**config.mk**
```make
export PLATFORM = sky130hd
export DESIGN_NAME = input_fifo
export DESIGN_NICKNAME = d
export VERILOG_FILES = /design/src/rtl/input_fifo_pkg.sv /design/src/rtl/input_fifo_mem.sv /design/src/rtl/input_fifo.sv
export SDC_FILE = /design/constraint.sdc
export NUM_CORES = 1
export LEC_CHECK = 0
export ABC_AREA = 1
export BUFFER_PORTS_ARGS = -buffer_cell sky130_fd_sc_hd__buf_2
export CAP_MARGIN = 30
export CORE_UTILIZATION = 61
export CTS_CLUSTER_SIZE = 12
export DETAILED_ROUTE_END_ITERATION = 10
export GPL_ROUTABILITY_DRIVEN = 1
export PLACE_DENSITY = 0.84
export SYNTH_ARGS = -nofsm -noshare
export SYNTH_HDL_FRONTEND = slang
export SYNTH_HIERARCHICAL = 1
export SYNTH_SLANG_ARGS = --single-unit
export TNS_END_PERCENT = 10
```
**constraint.sdc**
```tcl
create_clock -name clk -period 4 [get_ports clk]
set_input_delay 0.2 -clock clk [delete_from_list [all_inputs] [get_ports clk]]
set_output_delay 0.2 -clock clk [all_outputs]
set_load 0.02 [all_outputs]
```
**src/rtl/input_fifo_pkg.sv**
```systemverilog
// Shared NoC router parameters: flit geometry and the not-routed code,
// used by every router stage.
package input_fifo_pkg;

   localparam int unsigned NOC_DATA_WIDTH = 8;
   localparam int unsigned NOC_DEPTH      = 4;
   localparam int unsigned NOC_ADDR_WIDTH = 2;

   localparam logic [2:0]  NOC_NOT_ROUTED = 3'b111;

endpackage

```
**src/rtl/input_fifo_mem.sv**
```systemverilog
// Flit storage for input_fifo: register array with a synchronous write port
// and an asynchronous read port. Contents are not reset.
module fifo_mem #(
   parameter int unsigned DATA_WIDTH = 8,
   parameter int unsigned DEPTH      = 4,
   parameter int unsigned ADDR_WIDTH = 2
) (
   input  logic                  clk,
   input  logic                  i_we,
   input  logic [ADDR_WIDTH-1:0] i_waddr,
   input  logic [DATA_WIDTH-1:0] i_wdata,
   input  logic [ADDR_WIDTH-1:0] i_raddr,
   output logic [DATA_WIDTH-1:0] o_rdata
);

   logic [DATA_WIDTH-1:0] r_mem [DEPTH];

   always_ff @(posedge clk) begin
      if (i_we) begin
         r_mem[i_waddr] <= i_wdata;
      end
   end

   assign o_rdata = r_mem[i_raddr];

endmodule

```
**src/rtl/input_fifo.sv**
```systemverilog
// Router input-port FIFO: first-word-fall-through flit buffer with an
// occupancy count, registered full/empty flags and a sticky overflow flag.
module input_fifo
   import input_fifo_pkg::*;
#(
   parameter int unsigned DATA_WIDTH = NOC_DATA_WIDTH,
   parameter int unsigned DEPTH      = NOC_DEPTH,
   parameter int unsigned ADDR_WIDTH = NOC_ADDR_WIDTH
) (
   input  logic                  clk,
   input  logic                  rst,
   input  logic [DATA_WIDTH-1:0] Data_in,
   input  logic                  write,
   output logic                  full,
   output logic [DATA_WIDTH-1:0] Data_out,
   input  logic                  read,
   output logic                  empty,
   output logic [ADDR_WIDTH:0]   count,
   output logic                  overflow
);

   localparam logic [ADDR_WIDTH:0]   C_FULL    = (ADDR_WIDTH+1)'(DEPTH);
   localparam logic [ADDR_WIDTH-1:0] C_PTR_ONE = ADDR_WIDTH'(1);
   localparam logic [ADDR_WIDTH:0]   C_CNT_ONE = (ADDR_WIDTH+1)'(1);

   logic [ADDR_WIDTH-1:0] r_wptr;
   logic [ADDR_WIDTH-1:0] r_rptr;
   logic [ADDR_WIDTH:0]   r_count;
   logic                  r_overflow;

   logic                  w_full;
   logic                  w_empty;
   logic                  w_push;
   logic                  w_pop;
   logic [DATA_WIDTH-1:0] w_rdata;

   // Flags decode straight from the registered count, so they only move on clk.
   assign w_full  = (r_count == C_FULL);
   assign w_empty = (r_count == '0);
   assign w_push  = write & ~w_full;
   assign w_pop   = read & ~w_empty;

   fifo_mem #(
      .DATA_WIDTH (DATA_WIDTH),
      .DEPTH      (DEPTH),
      .ADDR_WIDTH (ADDR_WIDTH)
   ) u_mem (
      .clk     (clk),
      .i_we    (w_push),
      .i_waddr (r_wptr),
      .i_wdata (Data_in),
      .i_raddr (r_rptr),
      .o_rdata (w_rdata)
   );

   always_ff @(posedge clk or posedge rst) begin
      if (rst) begin
         r_wptr     <= '0;
         r_rptr     <= '0;
         r_count    <= '0;
         r_overflow <= 1'b0;
      end else begin
         if (w_push) begin
            r_wptr <= r_wptr + C_PTR_ONE;
         end
         if (w_pop) begin
            r_rptr <= r_rptr + C_PTR_ONE;
         end
         case ({w_push, w_pop})
            2'b10:   r_count <= r_count + C_CNT_ONE;
            2'b01:   r_count <= r_count - C_CNT_ONE;
            default: r_count <= r_count;
         endcase
         if (write && w_full) begin
            r_overflow <= 1'b1;
         end
      end
   end

   assign full     = w_full;
   assign empty    = w_empty;
   assign count    = r_count;
   assign overflow = r_overflow;
   assign Data_out = w_empty ? '0 : w_rdata;

endmodule

```
======== Word-level counts from Yosys, hierarchy flattened ========
Memory sizes are Yosys's and may differ from the RTL's.
Cells that the tools add are included.
storage, ports and cells
  register bits ........................... 8
  latch bits .............................. 0
  memory bits (writable) .................. 32
  ROM bits ................................ 0
  memories kept ........................... 1
cells by class
  add/subtract/negate cells ............... 4
  multiply operators ...................... 0
  divide/modulo/power cells ............... 0
  order comparisons ....................... 0
  equality and inequality tests ........... 3
  shifts and indexed selects .............. 0
  mux-type cells .......................... 4
  bitwise gates (word level) .............. 4
  reduce and logical (&&, ||, !) cells .... 3
memory list
  memory       words  bits a word  read ports  clocked after Yosys merged registers in  wr ports  line                  text
  u_mem.r_mem  4      8            1           0                                        1         input_fifo_mem.sv:16  logic [DATA_WIDTH-1:0] r_mem [DEPTH];
operators by type and width
  kind                                                                   count
  8-bit 2-to-1 mux                                                       1
  3-bit case mux with 2 select lines                                     1
  2-bit by 1-bit adder with 2-bit output, second input constant          2
  3-bit by 1-bit adder with 3-bit output, second input constant          1
  3-bit equality test, second input constant                             1
  3-bit zero test                                                        1
  3-bit by 1-bit subtractor with 3-bit output, second input constant     1
  1-bit AND                                                              2
  2-bit by 1-bit equality test with 1-bit output, second input constant  1
  2-bit equality test, second input constant                             1
  1-bit 2-to-1 mux                                                       2
  1-bit inverter                                                         2
  2-bit nonzero test                                                     1
  1-bit logical AND                                                      1

======== Longest topological paths before layout ========
Gate-level depths: netlist (run 1).
  word-level depth ........................ 5
  mapped depth ............................ 12
  depth with buffers taken out ............ 12

======== Hierarchy ========
Netlist (run 1), hierarchy kept.
modules (own cells, without submodules)
  module      times used  cells an instance  area each (um2)  seq. area each (um2)
  fifo_mem    1           133                1387.6           960.9
  input_fifo  1           71                 528.0            200.2

======== Least setup slack after synthesis (run 1) ========
No wires, ideal clock.
  path type ............................... reg-to-reg
  start ................................... register r_count[1], in the netlist count[1]
  end ..................................... memory u_mem.r_mem[0][0], enable pin
  library setup time ...................... 0.383 ns
  data arrival time ....................... 1.442 ns
  required time ........................... 3.617 ns
  slack ................................... 2.175 ns
  stages on the path, launching flop included .. 7
  clock period less this slack ............ 1.825 ns
  cells stage by stage .................... dfrtp_1 -> nor2_4 -> nand2_4 -> nand2_4 -> inv_1 -> inv_1 -> nor3_1
on the way
  longest elaborated chain between the ends .. 5
RTL lines
  element                                 line                  text
  start: declaration                      input_fifo.sv:28      logic [ADDR_WIDTH:0] r_count;
  start signal: assignment                input_fifo.sv:70      2'b10: r_count <= r_count + C_CNT_ONE;
  start signal: assignment                input_fifo.sv:71      2'b01: r_count <= r_count - C_CNT_ONE;
  start signal: assignment                input_fifo.sv:72      default: r_count <= r_count;
  3-bit equality test                     input_fifo.sv:38      assign w_full = (r_count == C_FULL);
  1-bit inverter                          input_fifo.sv:40      assign w_push = write & ~w_full;
  1-bit AND                               input_fifo.sv:40
  named net w_push                        input_fifo.sv:33      logic w_push;
  1-bit 2-to-1 mux                        input_fifo_mem.sv:19  if (i_we) begin
  1-bit 2-to-1 mux (implied by the code)  input_fifo_mem.sv:20  r_mem[i_waddr] <= i_wdata;
  end: declaration                        input_fifo_mem.sv:16
The timed path passes the listed nets, and every way through them passes these cells.

======== Worst setup path after layout (run 1) ========
  start ................................... register r_rptr[0]
  end ..................................... output Data_out[3]
on the way
  longest elaborated chain between the ends .. 2
RTL lines
  element                   line              text
  start: declaration        input_fifo.sv:27  logic [ADDR_WIDTH-1:0] r_rptr;
  start signal: assignment  input_fifo.sv:67  r_rptr <= r_rptr + C_PTR_ONE;
  memory read 4 x 8 bit     -
  named net w_rdata[3]      input_fifo.sv:35  logic [DATA_WIDTH-1:0] w_rdata;
  8-bit 2-to-1 mux          input_fifo.sv:84  assign Data_out = w_empty ? '0 : w_rdata;
  end: declaration          input_fifo.sv:15  output logic [DATA_WIDTH-1:0] Data_out,
The timed path passes the listed nets, and every way through them passes these cells.

==> flow_summary_export.csv, run 1 <==
group,metric,value,unit
sta,fin_ws,1.878,ns
critical_path,critPathCaptureType,"output port",
sta,drv_slew,0,
die,die_h,58.04,um
synth,synth_nets,218,
synth,synth_area_leaders,"edfxtp_1 50%, inv_1 11%, nand2_1 11%",
power,power.internal,0.0009508,W
power,switching_share,42.04,%
critical_path,reg2reg_to,"u_mem/r_mem[0][3]",
clocking,cts-root-buf,"clkbuf_4",
clocking,post_cts_resized,0,
critical_path,start_kind,"flop",
clocking,clock_path_buffers,2,
die,placementRows,19,
clocking,postCtsHoldBufs,1,
detailed_routing,drc_errors,0,
synth,yosys_warnings,6,
clocking,ctsHtreeMaxLevel,2,
detailed_routing,wl_per_cell,12.64,um
critical_path,crit_path_end,"Data_out[3]",
run,maxCapViolations,0,
global_route,grt-ovfl-total,0,
place,pre_cts_ws,1.980,ns
clocking,cts_setup_buffers,0,
synth,yosysTopAreaCell,"edfxtp_1",
die,coreArea,0.002877,sq mm
critical_path,rrSetupSlack,2.00,ns
synth,synth.avg_cell_area,9.390,sq um
final_layout,final_cell_mix,"56 x inv_1, 56 x nand2_1, 32 x edfxtp_1, 26 x buf_2, 17 x nand3_1",
die,dieArea,0.003369,sq mm
detailed_routing,dr.pass1.iters,6,
critical_path,worstSetupStartpoint,"r_rptr[0]",
synth,ys_seq_elements,40,
final_layout,diodes,0,
sta,hold_viol_final,0,
global_route,grt_pass1_vias,1250,
place,gp_congestion,0.7764,
power,p_per_area,757.4,mW/mm^2
synth,yosysUniqueCellTypes,22,
critical_path,arrival,1.92,ns
clocking,path_clk_slew,0.11,ns
global_route,antenna_found_initial,0,
detailed_routing,drtIter0Drc,78,
final_layout,areaGrowthSynthToFinish,13.06,%
final_layout,nets,249,
power,power_frac_comb,43.0,%
sta,setup_viol,0,
critical_path,cp.required,3.80,ns
die,die_x,58.04,um
synth,synth_top_area_share,50.16,%
global_route,gr-usage-all-layers,24.79,%
power,peakVddDrop,545.4,uV
critical_path,r2r_cells,6,
power,switchingPower,0.0006896,W
final_layout,drive_gt1_share,18.22,%
die,start_util,66.59,%
detailed_routing,via_per_inst,4.813,
sta,rsz0062_at_grt,"false",
detailed_routing,num_vias,1338,
global_route,grt_max_degree,21,
clocking,cts_buffers,5,
place,port_buffers,25,
outcome,status,"finished, final reports clean",
sta,fin_tns_setup,0,ns
sta,max-slew-margin-rel,28.10,%
hold_path,hold_class,"in -> reg",
clocking,clock-sinks,40,
global_route,grt_pass1_wl,5.747,mm
power,clkPwrFrac,16.3,%
critical_path,crit_type,"reg -> out",
power,leakage,1.127,nW
sta,post-route-min-period,2.122,ns
critical_path,critPathMaxFanout,20,
detailed_routing,detail_route.wirelength,3.513,mm
synth,syn-cell-area,0.001916,sq mm
sta,min_period_over_period,53.05,%
clocking,cts_tree,"done",
detailed_routing,drtAntennaViolNets,0,
sta,tightest_slew,1.070,ns
die,io_pins,26,
clocking,clock_latency,0.33,ns
synth,yosysSeqAreaShare,60.61,%
hold_path,min_path_cells,1,
synth,synthCells,204,
critical_path,reg2reg_from,"count[0]",
power,pwr-share-seq,40.7,%
sta,skew,0.005477,ns
place,post-dp-hpwl,2.677,mm
sta,max_clock_freq,0.4713,GHz
## Yosys cell counts
| cell type | instances |
|---|---|
| nand3_1 | 17 |
| inv_2 | 1 |
| nor2_1 | 8 |
| buf_2 | 1 |
| o21ai_0 | 1 |
| nand2_1 | 56 |
| nor3_1 | 4 |
| nand2_2 | 2 |
| edfxtp_1 | 32 |
| xnor2_1 | 1 |
| buf_6 | 2 |
| dfrtp_1 | 8 |
| inv_4 | 2 |
| ha_1 | 1 |
| nand3b_1 | 4 |
| nand2_4 | 3 |
| inv_1 | 56 |
| o21bai_1 | 1 |
| fa_1 | 1 |
| nor2_4 | 1 |
| buf_4 | 1 |
| nand4_1 | 1 |
## area by class of cell
class,instances,area [sq um]
flip-flops and latches,40,1161
fillers,227,710.7
multi-input cells,101,493.0
inverters,59,226.5
repair buffers,28,147.6
well taps,42,52.55
clock buffers,6,51.30
clock inverters,2,33.78
## state kept, by name, indices dropped and copies added (netlist names)
signal	cells
r_rptr	2
u_mem/r_mem	32
overflow	1
count	3
r_wptr	2
## critical path: stages, from the launching register on
cell,delay (ns)
dfrtp_1,0.81
inv_4,0.19
nand2_1,0.12
nand3_1,0.07
nand2_1,0.09
inv_1,0.04
nor2_1,0.09
buf_2,0.16
## stage by stage
step	area [sq um]	std cells	utilization [%]	hold slack, ns	power, W
4_1_cts	2158	277	75.03	0.08223	0.001652
6_report	2166	278	75.29	0.1007	0.001640
2_1_floorplan	1916	204	-	0.01566	0.001200
5_1_grt	2166	278	75.29	0.06467	0.001772
3_3_place_gp	2058	267	71.55	0.1577	0.001357
3_5_place_dp	2063	268	71.73	0.1609	0.001384
## worst min-delay path by stage
stage | startpoint | end | slack [ns]
CTS | Data_in[3] | u_mem/r_mem[3][3] | 0.08
global placement | rst | overflow | 0.16
finish | Data_in[0] | u_mem/r_mem[3][0] | 0.10
detailed placement | rst | overflow | 0.16
floorplan | rst | count[0] | 0.02
global route | Data_in[6] | u_mem/r_mem[2][6] | 0.06
## kinds of logic after synthesis
group | synth area share [%]
xor+xnor | 0.4573
compound gates | 0.6531
buf+inv | 13.65
fa+ha+maj | 1.698
flops | 60.61
simple gates | 22.93
## power groups by stage
| stage | registers (W) | logic [W] | clock network (W) |
|---|---|---|---|
| after CTS | 0.000667 | 0.000712 | 0.000273 |
| after floorplan | 0.000647 | 0.000553 | 0 |
| after detailed placement | 0.000677 | 0.000708 | 0 |
| after global placement | 0.000671 | 0.000686 | 0 |
| final | 0.000668 | 0.000706 | 0.000267 |
| after global routing | 0.000683 | 0.000795 | 0.000294 |
## routing by layer
layer	wire (um)	GRT usage [%]	vias up	part of all wire (%)
li1	-	-	677	-
met1	1409	28.93	602	40
met2	1863	42.04	50	53
met3	149	7.366	9	4.2
met4	91	11.90	0	2.6
met5	0	0	-	0
No activity file was read; power rests on OpenSTA's default activity.
==> run 2, diff against run 1 <==
--- a/config.mk
+++ b/config.mk
@@ -8,11 +8,11 @@
 export ABC_AREA = 1
 export BUFFER_PORTS_ARGS = -buffer_cell sky130_fd_sc_hd__buf_2
 export CAP_MARGIN = 30
-export CORE_UTILIZATION = 61
+export CORE_UTILIZATION = 56
 export CTS_CLUSTER_SIZE = 12
 export DETAILED_ROUTE_END_ITERATION = 10
 export GPL_ROUTABILITY_DRIVEN = 1
-export PLACE_DENSITY = 0.84
+export PLACE_DENSITY = 0.78
 export SYNTH_ARGS = -nofsm -noshare
 export SYNTH_HDL_FRONTEND = slang
 export SYNTH_HIERARCHICAL = 1
==> constraint.sdc (replaced) <==
create_clock -name clk -period 1.99 [get_ports clk]
set_input_delay 0.0995 -clock clk [delete_from_list [all_inputs] [get_ports clk]]
set_output_delay 0.0995 -clock clk [all_outputs]
set_load 0.02 [all_outputs]
==> flow_summary_export.csv, run 2 (synthesis results as in run 1) <==
group,metric,value,unit
die,io_pins,26,
die,dieArea,0.003658,sq mm
clocking,clock-sinks,40,
detailed_routing,num_vias,1351,
die,placementRows,20,
global_route,grt-ovfl-total,0,
global_route,grt_pass1_vias,1283,
sta,skew,0.006891,ns
power,clkPwrFrac,15.5,%
critical_path,start_kind,"flop",
final_layout,largest_reg_flops,32,
power,switching_share,42.16,%
sta,min_period_over_period,90.84,%
critical_path,crit_type,"reg -> reg",
critical_path,reg2reg_to,"count[2]",
hold_path,min_path_cells,3,
clocking,cts-root-buf,"clkbuf_4",
place,post-dp-hpwl,2.320,mm
critical_path,rrSetupSlack,0.18,ns
hold_path,hold_path_end,"overflow",
final_layout,diodes,0,
power,switchingPower,0.001415,W
detailed_routing,drc_errors,0,
detailed_routing,detail_route.wirelength,3.297,mm
detailed_routing,drtAntennaViolNets,0,
die,die_h,60.49,um
critical_path,critPathMaxFanout,6,
final_layout,drive_gt1_share,20.00,%
power,peakVddDrop,833.3,uV
place,gp_congestion,0.7944,
clocking,postCtsHoldBufs,9,
die,start_util,60.75,%
die,die_x,60.49,um
final_layout,areaGrowthSynthToFinish,19.60,%
sta,fin_tns_setup,0,ns
sta,max_clock_freq,0.5532,GHz
sta,fin_ws,0.1823,ns
clocking,cts_tree,"done",
hold_path,hold_path_startpoint,"write",
power,p_per_area,1465,mW/mm^2
critical_path,critPathCaptureType,"flop",
sta,drv_slew,0,
detailed_routing,dr.pass1.iters,4,
sta,rsz0062_at_grt,"false",
critical_path,cp.required,2.23,ns
critical_path,r2r_cells,10,
clocking,cts_setup_buffers,0,
sta,max-slew-margin-rel,72.68,%
global_route,gr-usage-all-layers,21.11,%
critical_path,arrival,2.05,ns
sta,tightest_slew,0.4098,ns
final_layout,final_cell_mix,"56 x inv_1, 56 x nand2_1, 32 x edfxtp_1, 25 x buf_2, 17 x nand3_1",
global_route,antenna_found_initial,0,
global_route,grt_pass1_wl,5.326,mm
sta,hold_viol_final,0,
sta,post-route-min-period,1.808,ns
power,power_frac_comb,46.5,%
sta,setup_viol,0,
clocking,clock_path_buffers,2,
critical_path,reg2reg_from,"count[1]",
final_layout,nets,263,
power,power.internal,0.001942,W
detailed_routing,drtIter0Drc,36,
clocking,path_clk_slew,0.12,ns
place,pre_cts_ws,0.1993,ns
clocking,ctsHtreeMaxLevel,2,
detailed_routing,via_per_inst,4.595,
clocking,post_cts_resized,0,
detailed_routing,wl_per_cell,11.21,um
final_layout,top_register,"u_mem/r_mem",
die,coreArea,0.003153,sq mm
hold_path,hold_class,"in -> reg",
clocking,cts_buffers,5,
clocking,clock_latency,0.34,ns
global_route,grt_max_degree,17,
outcome,status,"finished, final reports clean",
place,port_buffers,25,
power,leakage,1.188,nW
power,pwr-share-seq,37.9,%
run,maxCapViolations,0,
==> run 2: per-layer routing <==
layer,track usage [%],wire (um),part of all wire [%],vias up
li1,-,-,-,706
met1,23.91,1404,43,619
met2,38.62,1757,53,22
met3,4.478,92,2.8,4
met4,8.766,42,1.3,0
met5,0,0,0,-
==> run 2: power by group through the flow <==
stage	clock network, W	logic, W	registers, W
2_1_floorplan	0	0.00111	0.00130
3_3_place_gp	0	0.00151	0.00128
3_5_place_dp	0	0.00156	0.00129
4_1_cts	0.000532	0.00157	0.00128
5_1_grt	0.000564	0.00177	0.00130
6_report	0.000521	0.00156	0.00127
==> run 2: how the worst max path moves through the flow <==
stage	start	end	slack [ns]
6_report	count[1]	count[2]	0.18
5_1_grt	count[1]	count[2]	0.02
4_1_cts	count[1]	count[2]	0.17
3_5_place_dp	count[1]	count[2]	0.20
3_3_place_gp	count[1]	count[2]	0.25
2_1_floorplan	count[1]	u_mem/r_mem[0][0]	0.16
==> run 2: layout make-up <==
class | count | area [sq um]
Inverter | 59 | 226.5
Multi-Input combinational cell | 101 | 493.0
Clock buffer | 5 | 37.54
Timing Repair Buffer | 42 | 275.3
Sequential cell | 40 | 1161
Tap cell | 44 | 55.05
Clock inverter | 3 | 42.54
Fill cell | 229 | 862.1
==> run 2: worst max-delay path, cell delays in order, from the launching register on <==
cell	delay [ns]
dfrtp_1	0.46
nor2_4	0.18
nand2_4	0.09
nand2_4	0.07
ha_1	0.17
inv_1	0.07
fa_1	0.38
nand2_1	0.11
nand3_1	0.07
nand2_1	0.05
nand2_1	0.05
==> run 2: stage by stage <==
| step | util, % | cells | area [sq um] | power [W] | hold slack (ns) |
|---|---|---|---|---|---|
| 4_1_cts | 72.66 | 294 | 2291 | 0.003383 | 0.02997 |
| 2_1_floorplan | - | 204 | 1916 | 0.002412 | -0.08484 |
| 3_5_place_dp | 67.26 | 277 | 2121 | 0.002852 | 0.07215 |
| 3_3_place_gp | 67.26 | 277 | 2121 | 0.002798 | 0.06885 |
| 5_1_grt | 72.66 | 294 | 2291 | 0.003631 | 0.04118 |
| 6_report | 72.66 | 294 | 2291 | 0.003357 | 0.03935 |
==> run 3, diff against run 2 <==
--- a/config.mk
+++ b/config.mk
@@ -8,11 +8,10 @@
 export ABC_AREA = 1
 export BUFFER_PORTS_ARGS = -buffer_cell sky130_fd_sc_hd__buf_2
 export CAP_MARGIN = 30
-export CORE_UTILIZATION = 56
+export CORE_UTILIZATION = 42
 export CTS_CLUSTER_SIZE = 12
 export DETAILED_ROUTE_END_ITERATION = 10
 export GPL_ROUTABILITY_DRIVEN = 1
-export PLACE_DENSITY = 0.78
 export SYNTH_ARGS = -nofsm -noshare
 export SYNTH_HDL_FRONTEND = slang
 export SYNTH_HIERARCHICAL = 1
==> flow_summary_export.csv, run 3 (synthesis results as in run 1) <==
group,metric,value,unit
die,io_pins,26,
clocking,post_cts_resized,0,
sta,fin_tns_setup,0,ns
global_route,grt_pass1_vias,1126,
sta,drv_slew,0,
place,pre_cts_ws,0.2035,ns
die,die_h,69.54,um
critical_path,cpMostUsedCell,"nand2_1",
detailed_routing,detail_route.wirelength,3.211,mm
clocking,cts_buffers,5,
critical_path,critPathCaptureType,"flop",
sta,max_clock_freq,0.5479,GHz
hold_path,hold_class,"in -> reg",
global_route,grt_pass1_wl,5.285,mm
clocking,clock-sinks,40,
detailed_routing,num_vias,1275,
critical_path,arrival,2.01,ns
clocking,path_clk_slew,0.07,ns
clocking,cts-root-buf,"clkbuf_8",
clocking,ctsHtreeMaxLevel,2,
place,post-dp-hpwl,2.130,mm
die,placementRows,24,
global_route,antenna_found_initial,0,
die,start_util,43.99,%
critical_path,crit_chain,"nor2_4 > nand2_4 > nand2_4 > ha_1 > inv_1 > fa_1 > nand2_1 > nand3_1 > nand2_1 > nand2_1",
final_layout,final_cell_mix,"56 x inv_1, 56 x nand2_1, 32 x edfxtp_1, 25 x buf_2, 17 x nand3_1",
outcome,status,"finished, final reports clean",
detailed_routing,via_per_inst,4.366,
die,dieArea,0.004835,sq mm
critical_path,start_kind,"flop",
clocking,cts_tree,"done",
critical_path,critPathBufInv,1,
critical_path,critPathTopFamily,"simple AND/OR/NAND/NOR gates",
critical_path,cp.required,2.17,ns
clocking,clock_path_buffers,2,
critical_path,cp_slowest_stage_delay,0.43,ns
sta,hold_viol_final,0,
global_route,gr-usage-all-layers,14.80,%
detailed_routing,drtIter0Drc,16,
global_route,grt-ovfl-total,0,
sta,setup_viol,0,
sta,fin_ws,0.1650,ns
global_route,grt_max_degree,20,
final_layout,drive_gt1_share,19.58,%
place,placed_cells,283,
sta,tightest_slew,0.3116,ns
die,coreArea,0.004354,sq mm
power,p_per_area,1541,mW/mm^2
power,leakage,1.158,nW
detailed_routing,wl_per_cell,11.00,um
clocking,clock_latency,0.29,ns
sta,max-slew-margin-rel,79.21,%
final_layout,post-route-util,51.29,%
detailed_routing,dr.pass1.iters,4,
final_layout,instances_no_fill,292,
final_layout,diodes,0,
sta,min_period_over_period,91.71,%
critical_path,cpMaxStageDelayCell,"dfrtp_1",
sta,rsz0062_at_grt,"false",
place,port_buffers,25,
final_layout,largest_reg_flops,32,
sta,post-route-min-period,1.825,ns
final_layout,nets,253,
final_layout,areaGrowthSynthToFinish,16.59,%
place,gp_congestion,0.7130,
final_layout,top_register,"u_mem/r_mem",
critical_path,critPathMaxFanout,6,
die,die_x,69.54,um
critical_path,crit_type,"reg -> reg",
power,peakVddDrop,866.3,uV
run,maxCapViolations,0,
detailed_routing,drc_errors,0,
sta,skew,0.003136,ns
detailed_routing,drtAntennaViolNets,0,
-- run 3: area by class of cell --
cell class | instances | area [sq um]
fill | 405 | 2121
clock buffer | 6 | 72.57
multi-input combinational | 101 | 493.0
inverter | 59 | 226.5
tap | 52 | 65.06
clock inverter | 2 | 35.03
timing repair buffer | 32 | 180.2
sequential | 40 | 1161
-- run 3: routing by layer --
metal,wire (um),share of wire (%),track usage [%],vias up
li1,-,-,-,683
met1,1446,45,16.70,565
met2,1594,50,25.46,21
met3,103,3.2,4.070,6
met4,67,2.1,7.710,0
met5,0,0,0,-
-- run 3: report_power, final --
group | switching (W) | leakage, nW | internal [W] | total [W]
registers | 0.000116 | 0.387 | 0.00113 | 0.00124
logic | 0.00103 | 0.715 | 0.000533 | 0.00156
clock network | 0.000264 | 0.0552 | 0.000372 | 0.000636
total | 0.00141 | 1.16 | 0.00203 | 0.00344
-- run 3: worst paths after layout --
kind,from,to,slack [ns],cells past startpoint
max in group asynchronous,rst,count[1],1.47,3
min reg2reg,overflow,overflow,0.48,1
max reg2reg,count[1],count[2],0.16,10
min in group asynchronous,rst,r_wptr[1],0.29,3
max,count[1],count[2],0.16,10
min,Data_in[6],u_mem/r_mem[2][6],0.02,1
-- run 3: timing repair --
action,4_1_cts,5_1_grt
hold buffers,1,0
buffers inserted,0,0
endpoints found under the setup margin,0,0
endpoints found under the hold margin,8,0
-- run 3: through the flow --
step,hold WS [ns],instance area (sq um),total power [W]
final,0.02025,2233,0.003442
after global routing,0.01290,2233,0.003706
after CTS,0.01261,2233,0.003492
after detailed placement,0.06471,2116,0.002846
after global placement,0.06060,2116,0.002826
after floorplan,-0.08484,1916,0.002412
